==> src/rtl/rf_pkg.sv <==
// Shared register-file definitions: geometry
// and the write-request bundle.
package rf_pkg;

  localparam int RF_ADDR_W = 5;
  localparam int RF_DATA_W = 32;
  localparam int RF_WORDS  = 32;

  typedef struct packed {
    logic [RF_ADDR_W-1:0] addr;
    logic [RF_DATA_W-1:0] data;
  } rf_wr_req_t;

endpackage

==> src/rtl/rf_wr_fifo.sv <==
// Small synchronous FIFO holding pending
// register-file writes for one requester.
module rf_wr_fifo
  import rf_pkg::*;
#(
  parameter int W     = $bits(rf_wr_req_t),
  parameter int DEPTH = 2
) (
  input  logic         clk,
  input  logic         rst,
  input  logic         push,
  input  logic         pop,
  input  logic [W-1:0] din,
  output logic         full,
  output logic         empty,
  output logic [W-1:0] head
);

  localparam int PW = $clog2(DEPTH);

  logic [W-1:0] mem [DEPTH];
  logic [PW:0]  wr_ptr;
  logic [PW:0]  rd_ptr;
  logic         do_push;
  logic         do_pop;

  // extra pointer bit tells full from empty
  assign empty = wr_ptr == rd_ptr;
  assign full  = (wr_ptr[PW] != rd_ptr[PW]) &&
                 (wr_ptr[PW-1:0] == rd_ptr[PW-1:0]);
  assign head  = mem[rd_ptr[PW-1:0]];

  assign do_push = push && !full;
  assign do_pop  = pop && !empty;

  // pointer update; reset discards all entries
  always_ff @(posedge clk or posedge rst) begin
    if (rst) begin
      wr_ptr <= '0;
      rd_ptr <= '0;
    end else begin
      if (do_push)
        wr_ptr <= wr_ptr + {{PW{1'b0}}, 1'b1};
      if (do_pop)
        rd_ptr <= rd_ptr + {{PW{1'b0}}, 1'b1};
    end
  end

  // storage needs no reset: empty gates its use
  always_ff @(posedge clk) begin
    if (do_push)
      mem[wr_ptr[PW-1:0]] <= din;
  end

endmodule

==> src/rtl/regfile_write_arbiter.sv <==
// Round-robin sharing of the register-file
// write port between two queued requesters.
module regfile_write_arbiter
  import rf_pkg::*;
#(
  parameter int ADDR_W     = RF_ADDR_W,
  parameter int DATA_W     = RF_DATA_W,
  parameter int FIFO_DEPTH = 2
) (
  input  logic              Clk,
  input  logic              Reset,
  input  logic              Req0_Valid,
  output logic              Req0_Ready,
  input  logic [ADDR_W-1:0] Req0_Addr,
  input  logic [DATA_W-1:0] Req0_Data,
  input  logic              Req1_Valid,
  output logic              Req1_Ready,
  input  logic [ADDR_W-1:0] Req1_Addr,
  input  logic [DATA_W-1:0] Req1_Data,
  output logic [ADDR_W-1:0] W_Addr,
  output logic [DATA_W-1:0] W_Data,
  output logic              Write_Reg,
  output logic              Busy
);

  localparam int W = ADDR_W + DATA_W;

  logic         full0, empty0;
  logic         full1, empty1;
  logic [W-1:0] head0, head1;
  logic         push0, push1;
  logic         grant0, grant1;
  logic         last_grant;

  // Ready comes from registered occupancy only
  assign Req0_Ready = !full0 && !Reset;
  assign Req1_Ready = !full1 && !Reset;
  assign push0 = Req0_Valid && Req0_Ready;
  assign push1 = Req1_Valid && Req1_Ready;

  rf_wr_fifo #(
    .W(W), .DEPTH(FIFO_DEPTH)
  ) u_fifo0 (
    .clk(Clk), .rst(Reset),
    .push(push0), .pop(grant0),
    .din({Req0_Addr, Req0_Data}),
    .full(full0), .empty(empty0),
    .head(head0)
  );

  rf_wr_fifo #(
    .W(W), .DEPTH(FIFO_DEPTH)
  ) u_fifo1 (
    .clk(Clk), .rst(Reset),
    .push(push1), .pop(grant1),
    .din({Req1_Addr, Req1_Data}),
    .full(full1), .empty(empty1),
    .head(head1)
  );

  // on a tie, favour whoever lost last time
  always_comb begin
    grant0 = 1'b0;
    grant1 = 1'b0;
    if (!empty0 && !empty1) begin
      grant0 = last_grant;
      grant1 = !last_grant;
    end else begin
      grant0 = !empty0;
      grant1 = !empty1;
    end
  end

  // registered write port and last-grant pointer
  always_ff @(posedge Clk or posedge Reset) begin
    if (Reset) begin
      W_Addr     <= '0;
      W_Data     <= '0;
      Write_Reg  <= 1'b0;
      last_grant <= 1'b1;
    end else begin
      Write_Reg <= grant0 || grant1;
      if (grant0) begin
        {W_Addr, W_Data} <= head0;
        last_grant       <= 1'b0;
      end else if (grant1) begin
        {W_Addr, W_Data} <= head1;
        last_grant       <= 1'b1;
      end
    end
  end

  assign Busy = !empty0 || !empty1 || Write_Reg;

endmodule

==> config.mk <==
export PLATFORM = sky130hd
export DESIGN_NAME = regfile_write_arbiter
export DESIGN_NICKNAME = d
export VERILOG_FILES = /design/src/rtl/rf_pkg.sv /design/src/rtl/rf_wr_fifo.sv /design/src/rtl/regfile_write_arbiter.sv
export SDC_FILE = /design/constraint.sdc
export NUM_CORES = 1
export LEC_CHECK = 0
export BUFFER_PORTS_ARGS = -buffer_cell sky130_fd_sc_hd__buf_2
export CORE_ASPECT_RATIO = 0.5
export CORE_UTILIZATION = 30
export DETAILED_ROUTE_END_ITERATION = 12
export GPL_TIMING_DRIVEN = 1
export SLEW_MARGIN = 20
export SYNTH_ARGS = -nofsm -noshare
export SYNTH_HDL_FRONTEND = slang
export SYNTH_SLANG_ARGS = --single-unit
==> constraint.sdc <==
create_clock -name Clk -period 3.5 [get_ports Clk]
set_input_delay 0.175 -clock Clk [delete_from_list [all_inputs] [get_ports Clk]]
set_output_delay 0.175 -clock Clk [all_outputs]
set_load 0.05 [all_outputs]
==> impl_metrics.env, run 1 <==
export IMPL_routed_via_density=4.77
export IMPL_yosys_cell_types_count=30
export IMPL_p_comb_share_pct=49.0
export IMPL_dp_hpwl_um=11200
export IMPL_dp_cells=931
export IMPL_tns_ns=0
export IMPL_grt_ovfl_total=0
export IMPL_cts_sinks=195
export IMPL_fin_crit_sh_pct=87.4
export IMPL_synth_edf_count=148
export IMPL_vias=4954
export IMPL_clk_latency_ns=0.43
export IMPL_ys_seq_area_share_pct=69.6
export IMPL_io_pins=119
export IMPL_final_cell_mix="148 x edfxtp_1, 118 x buf_2, 75 x dlygate4sd3_1"
export IMPL_coreArea_um2=26400
export IMPL_grt_pass1_wl_um=28900
export IMPL_fin_nets=751
export IMPL_crit_end="Busy"
export IMPL_end_kind="primary output"
export IMPL_internal_power_mw=6.00
export IMPL_p_per_area_nw_per_um2=1020
export IMPL_areaGrowthSynthToFinish_pct=27.9
export IMPL_period_minus_slack_ns=3.06
export IMPL_die_h_um=118
export IMPL_rr_worst_depth=4
export IMPL_worst_hold_slack_ns=0.109
export IMPL_ant_nets=0
export IMPL_path_clk_slew_ns=0.06
export IMPL_seq_power_share_pct=33.3
export IMPL_cp_arrival_ns=2.88
export IMPL_setup_violations=0
export IMPL_rsz0062_at_grt="no"
export IMPL_final_cells=1039
export IMPL_antenna_found_initial=0
export IMPL_switchingPower_mw=4.50
export IMPL_start_util_pct=30.6
export IMPL_finalInstanceArea_um2=10300
export IMPL_drcViolationCount=4
export IMPL_rrSetupSlack_ns=0.70
export IMPL_outcome="finished with violations"
export IMPL_critPathMaxFanout=25
export IMPL_failed_checks="design-rule violations"
export IMPL_max_clock_freq_ghz=0.327
export IMPL_reg2reg_to="W_Data[25]$_DFFE_PP0P_"
export IMPL_firstDrtPassIters=8
export IMPL_synth_ff_type="edfxtp_1"
export IMPL_p_clk_share_pct=17.7
export IMPL_vdd_drop_max_v=0.000598
export IMPL_drt_iter0_markers=398
export IMPL_gp_congestion=0.721
export IMPL_cts_setup_buffers=0
export IMPL_ys_ff_latch=195
export IMPL_switching_share_pct=42.8
export IMPL_start_kind="flip-flop"
export IMPL_syn_num_nets=575
export IMPL_post_drt_wl_per_cell_um=17.8
export IMPL_grt_pass1_vias=5074
export IMPL_die_area_um2=27600
export IMPL_htreeDepth=4
export IMPL_io_buffers=118
export IMPL_relSlewSlack_pct=28.3
export IMPL_finalPower_mw=10.5
export IMPL_cp_data_required_time_ns=3.32
export IMPL_syn_instance_count=497
export IMPL_wirelength_um=18500
export IMPL_worstReg2RegStart="u_fifo0.wr_ptr[0]$_DFFE_PP0P_"
export IMPL_worstMarginPinSlew_ns=1.08
export IMPL_synth_avg_cell_area_um2=16.3
export IMPL_placed_area_um2=9030
export IMPL_wl_met2_um=9340
export IMPL_cts_buffers_inserted=17
export IMPL_grt_usage_pct=13.7
export IMPL_hold_violations=0
export IMPL_die_w_um=234
export IMPL_cts_tree="yes"
export IMPL_hp_class="in -> reg"
export IMPL_fin_skew_ns=0.00927
export IMPL_netlist_area_um2=8080
export IMPL_top_layer="met4"
export IMPL_mostFrequentLayoutCell="edfxtp_1"
export IMPL_dp_slack_ns=0.655
export IMPL_finalMaxSlewViolations=0
export IMPL_clockRootBuffer="clkbuf_16"
export IMPL_finalWorstSetupSlack_ns=0.440
export IMPL_crit_start="u_fifo0.wr_ptr[0]$_DFFE_PP0P_"
export IMPL_clock_path_buffers=2
export IMPL_ys_warn_count=0
export IMPL_maxCapViolations=0
export IMPL_drive_gt1_share_pct=32.8
export IMPL_cts_resized=0
export IMPL_grt_max_degree=79
export IMPL_async_flop_share_pct=24.1
export IMPL_final_util_pct=39.1
export IMPL_p_leak_nw=3.60
export IMPL_critPathKind="reg -> out"
export IMPL_rows=42
export IMPL_wl_met1_um=8170
export IMPL_route_met3_wl_um=704
export IMPL_cts_hold_fix_buffers=75
-- registers in the layout, indices dropped and copies added, names as in the netlist --
register        cells
u_fifo0.mem        74
W_Addr              5
last_grant          1
Write_Reg           1
u_fifo1.rd_ptr      2
u_fifo1.wr_ptr      2
W_Data             32
u_fifo1.mem        74
u_fifo0.rd_ptr      2
u_fifo0.wr_ptr      2
-- cell usage after synthesis, types with 2 or more instances --
| cell type | count | area share [%] |
|---|---|---|
| buf_4 | 6 | 0.56 |
| xnor2_1 | 6 | 0.65 |
| nor2b_1 | 38 | 2.9 |
| mux2_2 | 37 | 5.2 |
| buf_2 | 15 | 0.93 |
| nand2_1 | 4 | 0.19 |
| xor2_1 | 5 | 0.54 |
| edfxtp_1 | 148 | 55 |
| nor2_1 | 2 | 0.093 |
| and3_1 | 2 | 0.15 |
| buf_6 | 4 | 0.56 |
| a221oi_1 | 55 | 6.0 |
| dfrtp_1 | 46 | 14 |
| inv_1 | 2 | 0.093 |
| a221oi_2 | 19 | 3.5 |
| clkbuf_1 | 20 | 0.93 |
| o21bai_1 | 37 | 3.4 |
| a21oi_1 | 2 | 0.12 |
| a211oi_1 | 37 | 3.4 |
| xnor2_2 | 2 | 0.40 |
-- how the worst min path moves through the flow --
stage,startpoint,endpoint,slack (ns),depth (start not counted)
2_1_floorplan,Req0_Data[0],u_fifo0.mem[0][0]$_DFFE_PP_,0.27,0
3_3_place_gp,Reset,u_fifo0.wr_ptr[0]$_DFFE_PP0P_,0.36,2
3_5_place_dp,Reset,u_fifo0.rd_ptr[0]$_DFFE_PP0P_,0.37,2
4_1_cts,Req0_Valid,u_fifo0.wr_ptr[0]$_DFFE_PP0P_,0.09,3
5_1_grt,Req0_Valid,u_fifo0.wr_ptr[0]$_DFFE_PP0P_,0.11,3
6_report,Req0_Valid,u_fifo0.wr_ptr[0]$_DFFE_PP0P_,0.11,3
-- cell families after synthesis --
family	Yosys count	share of synthesized area (%)
xor+xnor	13	1.59
buf+inv	48	3.11
flops	195	69.6
simple gates	49	3.61
compound gates	155	17.0
mux	37	5.16
-- power by group through the flow --
stage	Clock (mW)	Sequential [mW]	Combinational, mW
floorplan	0	4.19	3.37
global placement	0	3.52	5.01
detailed placement	0	3.55	5.11
CTS	1.90	3.50	5.19
global route	1.99	3.56	5.57
finish	1.86	3.49	5.15
-- final cells by class --
type	count	area (µm²)
fill	2429	16100
sequential	195	5630
multi-input combinational	254	2260
timing repair buffer	203	1440
clock buffer	24	482
tap	352	440
clock inverter	8	76.3
inverter	2	7.51
antenna	1	2.50
-- worst max-delay path, cell delays in order (launching register included) --
cell	delay, ns
dfrtp_1	0.49
xnor2_4	0.85
buf_4	0.42
and2_1	0.19
nand2_1	0.09
or2_1	0.21
buf_2	0.21
-- per-layer routing --
metal | vias to the layer above | GRT usage (%)
li1 | 2370 | -
met1 | 2485 | 17.8
met2 | 82 | 22.5
met3 | 17 | 2.74
met4 | 0 | 4.99
met5 | - | 0
Note: power is estimated with default switching activity, not from simulation.
==> run 2: changes to the inputs <==
- PLACE_DENSITY: unset -> 0.56
==> impl_metrics.env, run 2 (synthesis gave the netlist of run 1 again) <==
export IMPL_firstDrtPassIters=8
export IMPL_finalWorstSetupSlack_ns=0.670
export IMPL_finalPower_mw=10.5
export IMPL_cp_top_family="buffers and inverters"
export IMPL_antenna_cells=0
export IMPL_cpPeakStageDelay_ns=0.49
export IMPL_critical_path_buf_inv_count=2
export IMPL_mostFrequentLayoutCell="edfxtp_1"
export IMPL_grt_max_degree=78
export IMPL_critPathMaxFanout=27
export IMPL_p_leak_nw=3.61
export IMPL_start_util_pct=30.6
export IMPL_grt_pass1_vias=5072
export IMPL_worstMarginPinSlew_ns=1.04
export IMPL_fin_crit_sh_pct=80.9
export IMPL_cts_resized=0
export IMPL_die_w_um=234
export IMPL_vias=4924
export IMPL_clock_path_buffers=2
export IMPL_seq_area_um2=5630
export IMPL_fin_nets=750
export IMPL_drive_gt1_share_pct=33.3
export IMPL_outcome="finished with violations"
export IMPL_grt_ovfl_total=0
export IMPL_clk_latency_ns=0.43
export IMPL_die_area_um2=27600
export IMPL_p_per_area_nw_per_um2=1020
export IMPL_antenna_found_initial=0
export IMPL_cts_buffers_inserted=17
export IMPL_tns_ns=0
export IMPL_reg2reg_to="u_fifo0.mem[0][7]$_DFFE_PP_"
export IMPL_relSlewSlack_pct=30.8
export IMPL_worst_hold_slack_ns=-0.0305
export IMPL_cp_depth=6
export IMPL_drt_iter0_markers=309
export IMPL_rows=42
export IMPL_cp_arrival_ns=2.66
export IMPL_io_buffers=118
export IMPL_die_h_um=118
export IMPL_setup_violations=0
export IMPL_finalMaxSlewViolations=0
export IMPL_path_clk_slew_ns=0.07
export IMPL_max_clock_freq_ghz=0.353
export IMPL_dp_hpwl_um=11000
export IMPL_final_cell_mix="148 x edfxtp_1, 118 x buf_2, 74 x dlygate4sd3_1"
export IMPL_fin_skew_ns=0.00839
export IMPL_gp_congestion=0.735
export IMPL_drcViolationCount=4
export IMPL_cts_sinks=195
export IMPL_fillers=2479
export IMPL_crit_path_top_delay_cell="dfrtp_1"
export IMPL_maxCapViolations=0
export IMPL_rrSetupSlack_ns=1.17
export IMPL_wirelength_um=18100
export IMPL_grt_usage_pct=13.6
export IMPL_cp_data_required_time_ns=3.32
export IMPL_worstReg2RegStart="u_fifo0.wr_ptr[0]$_DFFE_PP0P_"
export IMPL_period_minus_slack_ns=2.83
export IMPL_path_cells="xnor2_4 -> buf_4 -> and2_1 -> nand2_1 -> or2_1 -> buf_2"
export IMPL_routed_via_density=4.75
export IMPL_end_kind="primary output"
export IMPL_ant_nets=0
export IMPL_rsz0062_at_grt="no"
export IMPL_failed_checks="design-rule violations, negative hold slack"
export IMPL_multi_input_area_um2=2260
export IMPL_hp_class="in -> async"
export IMPL_hold_violations=46
export IMPL_cts_tree="yes"
export IMPL_htreeDepth=4
export IMPL_post_drt_wl_per_cell_um=17.4
export IMPL_rr_worst_depth=5
export IMPL_grt_pass1_wl_um=28300
export IMPL_critPathKind="reg -> out"
export IMPL_areaGrowthSynthToFinish_pct=27.9
export IMPL_final_util_pct=39.1
export IMPL_clockRootBuffer="clkbuf_16"
export IMPL_io_pins=119
export IMPL_start_kind="flip-flop"
export IMPL_vdd_drop_max_v=0.000588
export IMPL_coreArea_um2=26400
export IMPL_dp_slack_ns=1.09
## run 2: worst register-to-register path, stage by stage (launching register included)
cell,delay (ns)
dfrtp_1,0.49
xnor2_4,0.29
a21oi_2,0.21
nand2_1,0.13
nor2_4,0.49
buf_4,0.39
## run 2: worst max-delay path by stage
stage               slack (ns)                     endpoint                          start
finish                    0.67                         Busy  u_fifo0.wr_ptr[0]$_DFFE_PP0P_
global placement          1.12                         Busy  u_fifo0.wr_ptr[0]$_DFFE_PP0P_
floorplan                0.005  u_fifo0.mem[0][0]$_DFFE_PP_  u_fifo0.wr_ptr[0]$_DFFE_PP0P_
detailed placement        1.09                         Busy  u_fifo0.wr_ptr[0]$_DFFE_PP0P_
CTS                       0.61                         Busy  u_fifo0.wr_ptr[0]$_DFFE_PP0P_
global route              0.50                         Busy  u_fifo0.wr_ptr[0]$_DFFE_PP0P_
## run 2: layout make-up
type / count / share of cell area, %
well taps: 352 / 4.26
multi-input cells: 254 / 21.9
inverters: 2 / 0.0847
repair buffers: 202 / 13.7
clock inverters: 11 / 1.07
flip-flops and latches: 195 / 54.4
clock buffers: 21 / 4.55
## run 2: power breakdown
group          internal (mW)  switching, mW  total, mW
Sequential              3.17          0.345       3.51
Combinational           1.81           3.30       5.11
Clock                   1.10          0.822       1.92
Total                   6.08           4.47       10.5
## run 2: timing repair
action	in CTS	in global routing
hold buffers	74	0
setup buffers	0	0
endpoints found under the hold margin	148	0
## run 2: stage by stage
| step | std cells | area, µm² |
|---|---|---|
| 2_1_floorplan | 497 | 8080 |
| 3_3_place_gp | 931 | 9010 |
| 3_5_place_dp | 931 | 9010 |
| 4_1_cts | 1037 | 10300 |
| 5_1_grt | 1037 | 10300 |
| 6_report | 1037 | 10300 |
## run 2: layer usage
metal	global-route usage [%]	vias up	wire length [µm]
li1	-	2360	-
met1	17.2	2469	8100
met2	22.8	76	9150
met3	3.03	19	582
met4	4.75	0	244
met5	0	-	0
